`src/rtl/atomrvcore_pipe_ctrl.sv`:
```
// Pipeline hazard controller: scoreboard of in-flight writes, operand forwarding, load-use stall, branch flush.
// Latency: forwarding/stall combinational (0 cycles); scoreboard/flush state update on rising clk_i.
// Backpressure: stall_o holds decode/fetch on load-use; flush_o squashes front end for FLUSH_CYCLES cycles.
module atomrvcore_pipe_ctrl #(
  parameter int DATAWIDTH        = 32,
  parameter int REG_ADRESS_WIDTH = 5,
  parameter int DEPTH            = 3,
  parameter int LOAD_STAGE       = 1,
  parameter int FLUSH_CYCLES     = 2
) (
  input  logic                          clk_i,
  input  logic                          rst_ni,
  input  logic                          issue_valid_i,
  input  logic                          issue_rwr_en_i,
  input  logic                          issue_load_i,
  input  logic [REG_ADRESS_WIDTH-1:0]   issue_rd_i,
  input  logic [REG_ADRESS_WIDTH-1:0]   rs1_i,
  input  logic [REG_ADRESS_WIDTH-1:0]   rs2_i,
  input  logic                          rs1_used_i,
  input  logic                          rs2_used_i,
  input  logic [DATAWIDTH-1:0]          rf_rs1_data_i,
  input  logic [DATAWIDTH-1:0]          rf_rs2_data_i,
  input  logic [DEPTH*DATAWIDTH-1:0]    stage_data_i,
  input  logic                          branch_taken_i,
  output logic                          stall_o,
  output logic                          flush_o,
  output logic [DATAWIDTH-1:0]          operand_A_o,
  output logic [DATAWIDTH-1:0]          operand_B_o,
  output logic [2:0]                    fwd_a_sel_o,
  output logic [2:0]                    fwd_b_sel_o,
  output logic [2:0]                    inflight_o
);

  // Scoreboard entries: index 0 is EX, DEPTH-1 is the oldest tracked stage.
  logic                        valid_q [DEPTH];
  logic [REG_ADRESS_WIDTH-1:0] rd_q    [DEPTH];
  logic                        load_q  [DEPTH];
  logic [3:0]                  flush_cnt_q;

  logic flush_idle;
  logic haz_a;
  logic haz_b;
  logic issue_ok;

  assign flush_idle = (flush_cnt_q == 4'd0);
  assign flush_o    = !flush_idle;

  // Hazard only when a real instruction is presented and no redirect is in progress;
  // a branch in the same cycle squashes the dependent instruction instead of stalling it.
  assign stall_o  = issue_valid_i & (haz_a | haz_b) & ~branch_taken_i & flush_idle;

  // x0 writers never occupy an entry, so reads of x0 can never match.
  assign issue_ok = issue_valid_i & issue_rwr_en_i & (issue_rd_i != '0) &
                    ~stall_o & ~branch_taken_i & flush_idle;

  // Forwarding select per source: walk oldest to youngest so the youngest match wins.
  always_comb begin
    fwd_a_sel_o = 3'd0;
    fwd_b_sel_o = 3'd0;
    operand_A_o = rf_rs1_data_i;
    operand_B_o = rf_rs2_data_i;
    haz_a       = 1'b0;
    haz_b       = 1'b0;
    for (int k = DEPTH - 1; k >= 0; k--) begin
      if (valid_q[k] && (rd_q[k] == rs1_i) && (rs1_i != '0) && rs1_used_i) begin
        if (load_q[k] && (k < LOAD_STAGE)) begin
          // Load data not yet available: the hazard masks any older match.
          haz_a       = 1'b1;
          fwd_a_sel_o = 3'd0;
          operand_A_o = rf_rs1_data_i;
        end else begin
          haz_a       = 1'b0;
          fwd_a_sel_o = 3'(k + 1);
          operand_A_o = stage_data_i[k*DATAWIDTH +: DATAWIDTH];
        end
      end
      if (valid_q[k] && (rd_q[k] == rs2_i) && (rs2_i != '0) && rs2_used_i) begin
        if (load_q[k] && (k < LOAD_STAGE)) begin
          haz_b       = 1'b1;
          fwd_b_sel_o = 3'd0;
          operand_B_o = rf_rs2_data_i;
        end else begin
          haz_b       = 1'b0;
          fwd_b_sel_o = 3'(k + 1);
          operand_B_o = stage_data_i[k*DATAWIDTH +: DATAWIDTH];
        end
      end
    end
  end

  // Count of valid entries in the current scoreboard state.
  always_comb begin
    inflight_o = 3'd0;
    for (int k = 0; k < DEPTH; k++) begin
      inflight_o = inflight_o + {2'b00, valid_q[k]};
    end
  end

  // Scoreboard shift: entry 0 takes the accepted issue or a bubble, older entries advance.
  always_ff @(posedge clk_i or negedge rst_ni) begin
    if (!rst_ni) begin
      for (int k = 0; k < DEPTH; k++) begin
        valid_q[k] <= 1'b0;
        rd_q[k]    <= '0;
        load_q[k]  <= 1'b0;
      end
    end else begin
      valid_q[0] <= issue_ok;
      rd_q[0]    <= issue_ok ? issue_rd_i : '0;
      load_q[0]  <= issue_ok & issue_load_i;
      for (int k = 1; k < DEPTH; k++) begin
        valid_q[k] <= valid_q[k-1];
        rd_q[k]    <= rd_q[k-1];
        load_q[k]  <= load_q[k-1];
      end
    end
  end

  // Flush counter: a taken branch arms it only when idle, then it counts down to zero.
  always_ff @(posedge clk_i or negedge rst_ni) begin
    if (!rst_ni) begin
      flush_cnt_q <= 4'd0;
    end else if (!flush_idle) begin
      flush_cnt_q <= flush_cnt_q - 4'd1;
    end else if (branch_taken_i) begin
      flush_cnt_q <= 4'(FLUSH_CYCLES);
    end
  end

endmodule
```
`config.mk`:
```
export PLATFORM = sky130hd
export DESIGN_NAME = atomrvcore_pipe_ctrl
export DESIGN_NICKNAME = d
export VERILOG_FILES = /design/src/rtl/atomrvcore_pipe_ctrl.sv
export SDC_FILE = /design/constraint.sdc
export NUM_CORES = 1
export LEC_CHECK = 0
export CAP_MARGIN = 20
export CORE_MARGIN = 2
export CORE_UTILIZATION = 38
export CTS_CLUSTER_SIZE = 20
export DETAILED_ROUTE_END_ITERATION = 8
export HOLD_SLACK_MARGIN = 0.05
export PLACE_DENSITY = 0.95
export SLEW_MARGIN = 15
export SYNTH_ARGS = -nofsm -noshare
export SYNTH_HDL_FRONTEND = slang
export SYNTH_SLANG_ARGS = --single-unit
```
`constraint.sdc`:
```
create_clock -name clk_i -period 4.1 [get_ports clk_i]
set_input_delay 0.82 -clock clk_i [delete_from_list [all_inputs] [get_ports clk_i]]
set_output_delay 0.82 -clock clk_i [all_outputs]
set_load 0.02 [all_outputs]
```
==> out/results.ini, run 1 <==
[synth]
synth.top_cell.area_share_pct=16.3
yosysSeqAreaShare_pct=16.3
synth-edff-count=0
synth_seq_cells=23
yosys_warnings=0
yosysTopAreaCell=dfrtp_1
syn-instance-count=498
synthTopCellsByArea=dfrtp_1, a221oi_1, o22ai_1
yosysMostFrequentCell=o21ai_0
synthArstFlopShare_pct=100
synth_cell_types=39
synth_common_cells=o21ai_0, o22ai_1, a21oi_1, a221oi_1, clkbuf_1
synth_area_mm2=0.00354
synth_flop_cell=dfrtp_1
syn_avg_cell_area_um2=7.10

[critical_path]
critPathMaxFanout=16
worst_setup_path_end_kind=output port
cp-startpoint=rs2_i[0]
start_kind=primary input
crit_arrival_ns=3.26
r2r_cells=7
slowest_delay_ns=0.58
r2r-start=rd_q[14]$_DFF_PN0_
path_cells=clkdlybuf4s50_1 > buf_4 > xnor2_2 > nand2_1 > or4_1 > buf_6 > a221oi_1 > o22ai_1 > clkdlybuf4s15_1
path_class=primary input to output port
reg2reg_slack_ns=1.81
cp_slowest_cell=or4_1
cp.required_ns=3.28

[power]
leakage_uw=0.00263
peakVddDrop_v=0.000368
power.density_mw_per_mm2=150
p_sw_uw=341
clkPwrFrac_pct=14.3
switching_share_pct=34.7
sequentialPowerShare_pct=27.9
finalPower_uw=983
combPwrFrac_pct=57.8
p_int_uw=642

[sta]
hold_viol_final=0
holdWs_ns=0.444
maxSlewViolCount=0
max_freq_ghz=0.245
period_needed_ns=4.08
period_share_pct=99.6
worst-slew-pin-transition_ns=0.692
setup_viol_count_final=0
relSlewSlack_pct=53.9
worst_clock_skew_ns=0.00453
setup_ws_ns=0.0162

[clock_tree]
path_clk_slew_ns=0.08
cts_buffer_depth=2
clock-root-buffer=clkbuf_8
numCtsBuffers=3
cts_tree=done
postCtsHoldBufs=0
clk_latency_ns=0.27
cts_num_sinks=23
htreeDepth=1

[global_route]
antenna_found_initial=0
grt_max_degree=64
track_usage_pct=32.1
overflow=0
grt_pass1_wl_mm=26.4
grt_pass1_vias=5629

[floorplanning]
io_pins=258
die_area_mm2=0.0101
die-height_um=100
fp.dieW_um=100
rows=35
start_util_pct=38.6
core_mm2=0.00915

[placement]
dp_hpwl_mm=13.0
port_buffers=254
dp_slack_ns=-0.426
placedInstanceArea_mm2=0.00633
gp_congestion=1.04

[cells_and_area]
final_layout_size_suffix_gt1_share_pct=16.1
fin_nets=925
fin_area_mm2=0.00654
n_antenna_cell=0
nFillCells=688
area_growth_pct=84.9

[drt]
via_per_inst=6.46
routed_wl_mm=17.6
wl_per_cell_um=20.7
vias=5494
drt-initial-drc-count=290
drc=0
drtPass1Iterations=5
antenna_left=0

[flow_run]
drv_cap=0

[min_path]
hp-start=rd_q[9]$_DFF_PN0_
hold_path_depth=0
hp-class=register to register

[status]
status=finished, final reports clean

worst max-delay path, delay by kind of cell:
kind	cells	cell delay [ns]
buf+inv	4	1.22
simple gates	2	0.65
xor+xnor	1	0.12
compound gates	2	0.44
cells by family after synthesis:
logic type,count (synthesis),share of synthesized area [%]
buffers and inverters,63,8.14
AND/OR/NAND/NOR,113,19.5
XOR/XNOR,30,7.43
multiplexers,1,0.318
AO/OA/AOI/OAI,265,47.3
adder cells (fa/ha/maj),2,0.920
other,1,0.106
flip-flops,23,16.3
path summary, 6_finish.rpt:
check	to
max in group asynchronous	load_q[2]$_DFF_PN0_
worst max register to register	load_q[2]$_DFF_PN0_
worst min-delay path	rd_q[4]$_DFF_PN0_
worst max-delay path	operand_B_o[8]
min in group asynchronous	rd_q[14]$_DFF_PN0_
worst min register to register	rd_q[4]$_DFF_PN0_
layer usage:
metal | global-route usage (%) | share of wire (%)
met4 | 20.8 | 6.3
met3 | 5.55 | 9.3
met2 | 56.5 | 48
met1 | 35.5 | 36
met5 | 0 | 0
placed cells by master (no fill, tap or decap), drive strengths merged, types with 2 or more instances in the layout:
master,n
xnor2,16
nor2,4
o22ai,65
a221oi,64
o21ai,67
nand2,11
nor3b,6
nand4,4
nand3,4
clkdlybuf4s15,21
clkbuf,19
or4,5
inv,3
a21oi,64
clkdlybuf4s50,181
conb,3
xor2,14
nor4,3
nor2b,32
buf,45
a21boi,2
and2,33
nor3,4
dfrtp,23
dlymetal6s2s,5
dlygate4sd2,28
sequential cells by signal, indices dropped and copies added, names as in the netlist:
name,cells
flush_cnt_q,4
rd_q,15
load_q,1
valid_q,3
cell type report:
type                       instances  area (um2)  area share [%]
multi-input combinational        414        2900            44.3
timing repair buffer             295        2870            43.9
sequential                        23         577            8.82
tap                              111         139            2.12
clock buffer                       4        45.0           0.689
inverter                           3        11.3           0.172
power groups by stage:
stage | sequential (uW) | clock, uW | combinational (uW)
2_1_floorplan | 271 | 0 | 246
3_3_place_gp | 276 | 0 | 549
3_5_place_dp | 279 | 0 | 566
4_1_cts | 274 | 141 | 554
5_1_grt | 278 | 152 | 611
6_report | 275 | 141 | 568
through the flow:
stage,std cells,TNS [ns],utilization [%]
3_5_place_dp,845,-20.97,69.2
6_report,850,0,71.4
4_1_cts,849,0,70.3
5_1_grt,850,-0.0757,71.4
2_1_floorplan,500,0,-
3_3_place_gp,845,-18.70,69.2
what timing repair did:
item                       in CTS  in global routing
pin swaps                       1                  2
resized for setup             135                 57
setup endpoints to repair      66                 67
buffers inserted                0                  0
No activity file was read; power rests on OpenSTA's default activity.
==> run 2, diff against run 1 <==
CAP_MARGIN = 15   (was 20)
CORE_ASPECT_RATIO = 0.75   (was default)
==> run 2 against run 1 <==
Against the previous run:
- the flow now finishes with violations (negative setup slack)
- maximum frequency decreased by 1.5%
- flip-flop and latch count unchanged
- core utilization increased by 0.94 points
- sequential power increased by 1%
- setup slack got worse by 0.063 ns
- combinational power about the same
- total power increased by 7.8%
- final area increased by 0.13%
- routed wire length increased by 3.4%
==> out/results.ini, run 2 (synthesized netlist as in run 1, its figures left out) <==
[sta]
worst_clock_skew_ns=0.00165  ; -0.00289 ns
relSlewSlack_pct=34.0  ; -20 points
hold_viol_final=0  ; unchanged
maxSlewViolCount=0  ; unchanged
period_needed_ns=4.15  ; +0.0628 ns
setup_tns_ns=-0.0466  ; -0.0466 ns
max_freq_ghz=0.241  ; -1.5%
holdWs_ns=0.447  ; +0.00333 ns
worst-slew-pin-transition_ns=0.988  ; +0.296 ns
setup_ws_ns=-0.0466  ; -0.0628 ns
period_share_pct=101  ; +1.5 points
setup_viol_count_final=1  ; +1

[critical_path]
r2r-start=rd_q[10]$_DFF_PN0_
critPathMaxFanout=20  ; +4
slowest_delay_ns=0.56  ; -0.02 ns
cp.required_ns=3.28  ; about the same
critPathBufInv=5  ; +1
crit_arrival_ns=3.33  ; +0.07 ns
path_cells=clkdlybuf4s50_1 > buf_4 > or4_1 > nor2_2 > buf_4 > or4_4 > buf_8 > a221oi_1 > o22ai_1 > clkdlybuf4s15_2
cp-startpoint=rs2_i[4]
cp_slowest_cell=or4_4
crit_family=buffers and inverters
r2r_cells=7  ; unchanged
worst_setup_path_end_kind=output port
crit_cells=10  ; +1
path_common_cell=buf_4
crit_end=operand_B_o[20]
path_class=primary input to output port
r2r_end=valid_q[2]$_DFF_PN0_
start_kind=primary input
reg2reg_slack_ns=1.79  ; -0.02 ns

[cells_and_area]
largest_registers=rd_q: 15 flops, flush_cnt_q: 4 flops, valid_q: 3 flops
n_antenna_cell=0  ; unchanged
final_cell_mix=clkdlybuf4s50_1, o21ai_0, o22ai_1
regArea_um2=577  ; unchanged
fin_area_mm2=0.00655  ; +0.13%
layoutNonFillerInstCount=871  ; +2.5%
nFillCells=678  ; -1.5%
final_layout_size_suffix_gt1_share_pct=17.2  ; +1.1 points
multi_input_area_mm2=0.00291  ; +0.56%
regMostFlops=rd_q
final_common_cell=clkdlybuf4s50_1
largest_reg_flops=15  ; unchanged
area_growth_pct=85.1
fin_nets=929  ; +0.43%

[floorplanning]
rows=30  ; -14%
die-height_um=87.5  ; -13%
core_mm2=0.00905  ; -1.2%
die_area_mm2=0.0101  ; about the same
io_pins=258  ; unchanged
fp.dieW_um=115  ; +15%
start_util_pct=39.1  ; +0.45 points

[global_route]
grt_pass1_vias=5395  ; -4.2%
track_usage_pct=32.5  ; +0.41 points
grt_max_degree=48  ; -25%
antenna_found_initial=0  ; unchanged
overflow=0  ; unchanged
grt_pass1_wl_mm=26.3  ; -0.13%

[power]
peakVddDrop_v=0.000286  ; -22%
power.density_mw_per_mm2=162  ; +7.7%
leakage_uw=0.00260  ; -1.3%

[clock_tree]
clock-root-buffer=clkbuf_16
path_clk_slew_ns=0.06  ; -0.02 ns
clk_latency_ns=0.26  ; about the same
cts_buffer_depth=2  ; unchanged
numCtsBuffers=3  ; unchanged
htreeDepth=1  ; unchanged
cts_num_sinks=23  ; unchanged
cts_tree=done

[placement]
gp_congestion=0.992  ; -4.7%
placedInstanceArea_mm2=0.00636  ; +0.38%
dp_cells=867  ; +2.6%
port_buffers=254  ; unchanged
dp_hpwl_mm=13.1  ; +0.20%

[drt]
antenna_left=0  ; unchanged
drt-initial-drc-count=734  ; +150%
drc=0  ; unchanged
drtPass1Iterations=6  ; +1
routed_wl_mm=18.2  ; +3.4%
wl_per_cell_um=20.9  ; +0.92%
via_per_inst=6.45  ; -0.23%
vias=5617  ; +2.2%

[status]
status=complete, but fails checks
violations=negative setup slack

[min_path]
hp-class=register to register

[flow_run]
drv_cap=0  ; unchanged

## run 2: cell types whose count changed in the layout (fill, tap and decap cells not counted), moves of 3 or more
cell	before	now
a221oi_1	40	36
clkbuf_2	15	23
buf_4	29	35
clkdlybuf4s50_1	181	185
clkdlybuf4s15_1	4	10
clkbuf_16	0	3
buf_2	3	6
dlygate4sd2_1	28	19
dlymetal6s2s_1	5	1
a221oi_2	24	28
clkdlybuf4s15_2	17	10
clkbuf_8	3	0
## run 2: per-layer routing
layer	vias to the layer above	routed length [um]	GRT usage (%)	part of all wire (%)
met1	2628	6780	37.7	37
met3	84	1680	5.40	9.2
met4	0	819	18.7	4.5
met5	-	0	0	0
met2	451	8960	57.0	49
li1	2454	-	-	-
## run 2: metrics by stage
| stage | total power, uW | utilization [%] | setup slack (ns) |
|---|---|---|---|
| global route | 1120 | 72.4 | -0.0378 |
| finish | 1060 | 72.4 | -0.0466 |
| global placement | 826 | 70.3 | -0.377 |
| floorplan | 517 | - | 0.660 |
| detailed placement | 844 | 70.3 | -0.370 |
| CTS | 1040 | 71.2 | -0.0621 |
## run 2: area by class of cell
class | count | area share (%)
multi-input cells | 414 | 44.5
repair buffers | 299 | 42.9
flip-flops and latches | 23 | 8.81
well taps | 128 | 2.45
clock buffers | 4 | 1.20
inverters | 3 | 0.172
## run 2: report_power, final
part,switching [uW],leakage (uW),internal (uW)
clock,82.0,0.0000382,133
combinational,248,0.00225,317
sequential,26.3,0.000312,253
total,357,0.00260,703
## run 2: repair_timing
item,in CTS,in global routing
gates cloned,0,0
pin swaps,0,2
resized for setup,123,89
hold buffers,0,0
endpoints found under the setup margin,68,68
buffers inserted,0,0
## run 2: worst min-delay path by stage
stage                                    to          startpoint  depth (start not counted)  slack, ns
after floorplan           rd_q[2]$_DFF_PN0_   rd_q[7]$_DFF_PN0_                          0       0.41
after global placement    rd_q[9]$_DFF_PN0_  rd_q[14]$_DFF_PN0_                          0       0.42
after detailed placement  rd_q[9]$_DFF_PN0_  rd_q[14]$_DFF_PN0_                          0       0.43
after CTS                 rd_q[9]$_DFF_PN0_  rd_q[14]$_DFF_PN0_                          0       0.44
after global routing      rd_q[4]$_DFF_PN0_   rd_q[9]$_DFF_PN0_                          0       0.46
final                     rd_q[4]$_DFF_PN0_   rd_q[9]$_DFF_PN0_                          0       0.45
## run 2: worst reg2reg max path: stages (launching register included)
cell and delay, ns:
dfrtp_1 0.42, xor2_1 0.18, or4_1 0.51, or4_4 0.47, buf_8 0.19, a21boi_4 0.17
buf_4 0.16, nor2_1 0.07
==> run 3, diff against run 2 <==
CORE_MARGIN = 1   (was 2)
==> run 3 against run 2 <==
Against the previous run:
- the run still ends with negative setup slack left
- sequential share of layout area hardly changed
- clock skew is 0.0035 ns higher
- first-iteration DRC count is 11% higher
- register-to-register slack worse by 0.04 ns
- final cell count is 0.11% lower
- maximum frequency is 0.57% higher
- critical path depth is 1 lower
==> out/results.ini, run 3 (synthesized netlist as in run 1, its figures left out) <==
[status]
status=complete, but fails checks
violations=negative setup slack

[drt]
routed_wl_mm=18.5  ; +1.5%
drtPass1Iterations=7  ; +1
via_per_inst=6.43  ; -0.31%
drc=0  ; unchanged
drt-initial-drc-count=815  ; +11%
vias=5593  ; -0.43%
wl_per_cell_um=21.3  ; +1.6%
antenna_left=0  ; unchanged

[cells_and_area]
nFillCells=668  ; -1.5%
regArea_um2=577  ; unchanged
final_common_cell=clkdlybuf4s50_1
multi_input_area_mm2=0.00289  ; -0.90%
regMostFlops=rd_q
fin_nets=928  ; -0.11%
largest_registers=rd_q: 15 flops, flush_cnt_q: 4 flops, valid_q: 3 flops
fin_area_mm2=0.00652  ; -0.38%
final_layout_size_suffix_gt1_share_pct=14.2  ; -3.1 points
area_growth_pct=84.4
n_antenna_cell=0  ; unchanged
final_cell_mix=clkdlybuf4s50_1, o21ai_0, o22ai_1
largest_reg_flops=15  ; unchanged

[power]
finalPower_uw=1070  ; +0.90%
combPwrFrac_pct=53.5  ; about the same
sequentialPowerShare_pct=26.2  ; -0.2 points
power.density_mw_per_mm2=164  ; +1.3%
switching_share_pct=34.5  ; +0.86 points
peakVddDrop_v=0.000322  ; +12%
leakage_uw=0.00263  ; +1.2%
p_sw_uw=369  ; +3.5%
clkPwrFrac_pct=20.3  ; about the same
p_int_uw=700  ; -0.41%

[floorplanning]
io_pins=258  ; unchanged
start_util_pct=39.1  ; unchanged
rows=30  ; unchanged
fp.dieW_um=113  ; -1.7%
die-height_um=85.5  ; -2.3%
core_mm2=0.00905  ; unchanged
die_area_mm2=0.00970  ; -4.0%

[critical_path]
cp_slowest_cell=clkdlybuf4s50_1
slowest_delay_ns=0.45  ; -0.11 ns
critPathMaxFanout=8  ; -60%
crit_arrival_ns=3.30  ; -0.03 ns
start_kind=primary input
path_class=primary input to output port
cp.required_ns=3.28  ; about the same
path_common_cell=buf_4
worst_setup_path_end_kind=output port
path_cells=clkdlybuf4s50_1 > buf_4 > or4_1 > nor2_4 > and4b_2 > buf_4 > a221oi_1 > o22ai_1 > clkdlybuf4s15_2

[placement]
dp_slack_ns=-0.455  ; -0.0850 ns
gp_congestion=1.04  ; +5.3%
port_buffers=254  ; unchanged
placedInstanceArea_mm2=0.00633  ; -0.35%
dp_hpwl_mm=13.4  ; +2.3%

[global_route]
track_usage_pct=35.5  ; +3.0 points
grt_max_degree=52  ; +8.3%
antenna_found_initial=0  ; unchanged
grt_pass1_vias=5496  ; +1.9%
overflow=0  ; unchanged
grt_pass1_wl_mm=27.6  ; +4.9%

[clock_tree]
postCtsHoldBufs=0  ; unchanged
htreeDepth=1  ; unchanged
path_clk_slew_ns=0.06  ; about the same
clock-root-buffer=clkbuf_16
cts_num_sinks=23  ; unchanged
cts_buffer_depth=2  ; unchanged
numCtsBuffers=3  ; unchanged
cts_tree=done
clk_latency_ns=0.26  ; about the same

[sta]
setup_tns_ns=-0.0230  ; +0.0236 ns
setup_ws_ns=-0.0230  ; +0.0236 ns
worst_clock_skew_ns=0.00520  ; +0.00355 ns
relSlewSlack_pct=39.9  ; +5.9 points
worst-slew-pin-transition_ns=0.902  ; -0.0854 ns
period_needed_ns=4.12  ; -0.0236 ns
period_share_pct=101  ; -0.58 points
hold_viol_final=0  ; unchanged
maxSlewViolCount=0  ; unchanged
setup_viol_count_final=1  ; unchanged
max_freq_ghz=0.243  ; +0.57%

[flow_run]
drv_cap=0  ; unchanged

[min_path]
hp-class=register to register

run 3: changes by cell type in the layout (fill, tap and decap cells not counted), sizes merged:
| cell | before | now |
|---|---|---|
| clkinv | 0 | 1 |
| dlygate4sd2 | 19 | 32 |
| dlymetal6s2s | 1 | 4 |
| buf | 51 | 45 |
| clkdlybuf4s50 | 185 | 180 |
| clkbuf | 27 | 25 |
| clkdlybuf4s15 | 20 | 15 |
run 3: area by class of cell:
class | count | area share (%)
repair buffers | 298 | 43.0
clock buffers | 3 | 1.15
flip-flops and latches | 23 | 8.84
multi-input cells | 414 | 44.3
clock inverters | 1 | 0.0767
well taps | 128 | 2.46
inverters | 3 | 0.173
run 3: worst max-delay path: cells and delay by family:
family | cells | cell delay (ns)
compound gates | 2 | 0.44
buf+inv | 4 | 1.11
simple gates | 3 | 0.94
run 3: final timing paths:
| path | startpoint | end | slack (ns) | cells past startpoint |
|---|---|---|---|---|
| max | rs2_i[4] | operand_B_o[5] | -0.02 | 9 |
| min | rd_q[7]$_DFF_PN0_ | rd_q[2]$_DFF_PN0_ | 0.44 | 0 |
| max reg2reg | rd_q[10]$_DFF_PN0_ | rd_q[13]$_DFF_PN0_ | 1.75 | 7 |
| min reg2reg | rd_q[7]$_DFF_PN0_ | rd_q[2]$_DFF_PN0_ | 0.44 | 0 |
| max in group asynchronous | rst_ni | load_q[2]$_DFF_PN0_ | 2.63 | 2 |
| min in group asynchronous | rst_ni | rd_q[3]$_DFF_PN0_ | 0.95 | 1 |
run 3: repair_timing:
item,CTS,global route
pin swaps,0,2
buffers inserted,0,1
setup endpoints to repair,69,65
gates resized for setup,92,86
run 3: stage by stage:
stage,cells,util (%),hold slack (ns)
final,870,72.1,0.436
after global routing,870,72.1,0.442
after CTS,868,70.9,0.436
after detailed placement,864,70.0,0.422
after global placement,864,70.0,0.420
after floorplan,500,-,0.409
run 3: power groups by stage:
stage	registers [uW]	logic (uW)	clock network, uW
6_report	280	572	217
5_1_grt	283	610	226
4_1_cts	278	552	215
3_5_place_dp	281	564	0
3_3_place_gp	279	546	0
2_1_floorplan	271	246	0
run 3: per-layer routing:
metal	track usage (%)	part of all wire [%]	up-vias
met5	0	0	-
met4	18.2	4.7	0
met3	4.81	9.4	89
met2	63.3	49	446
met1	42.1	37	2619
li1	-	-	2439
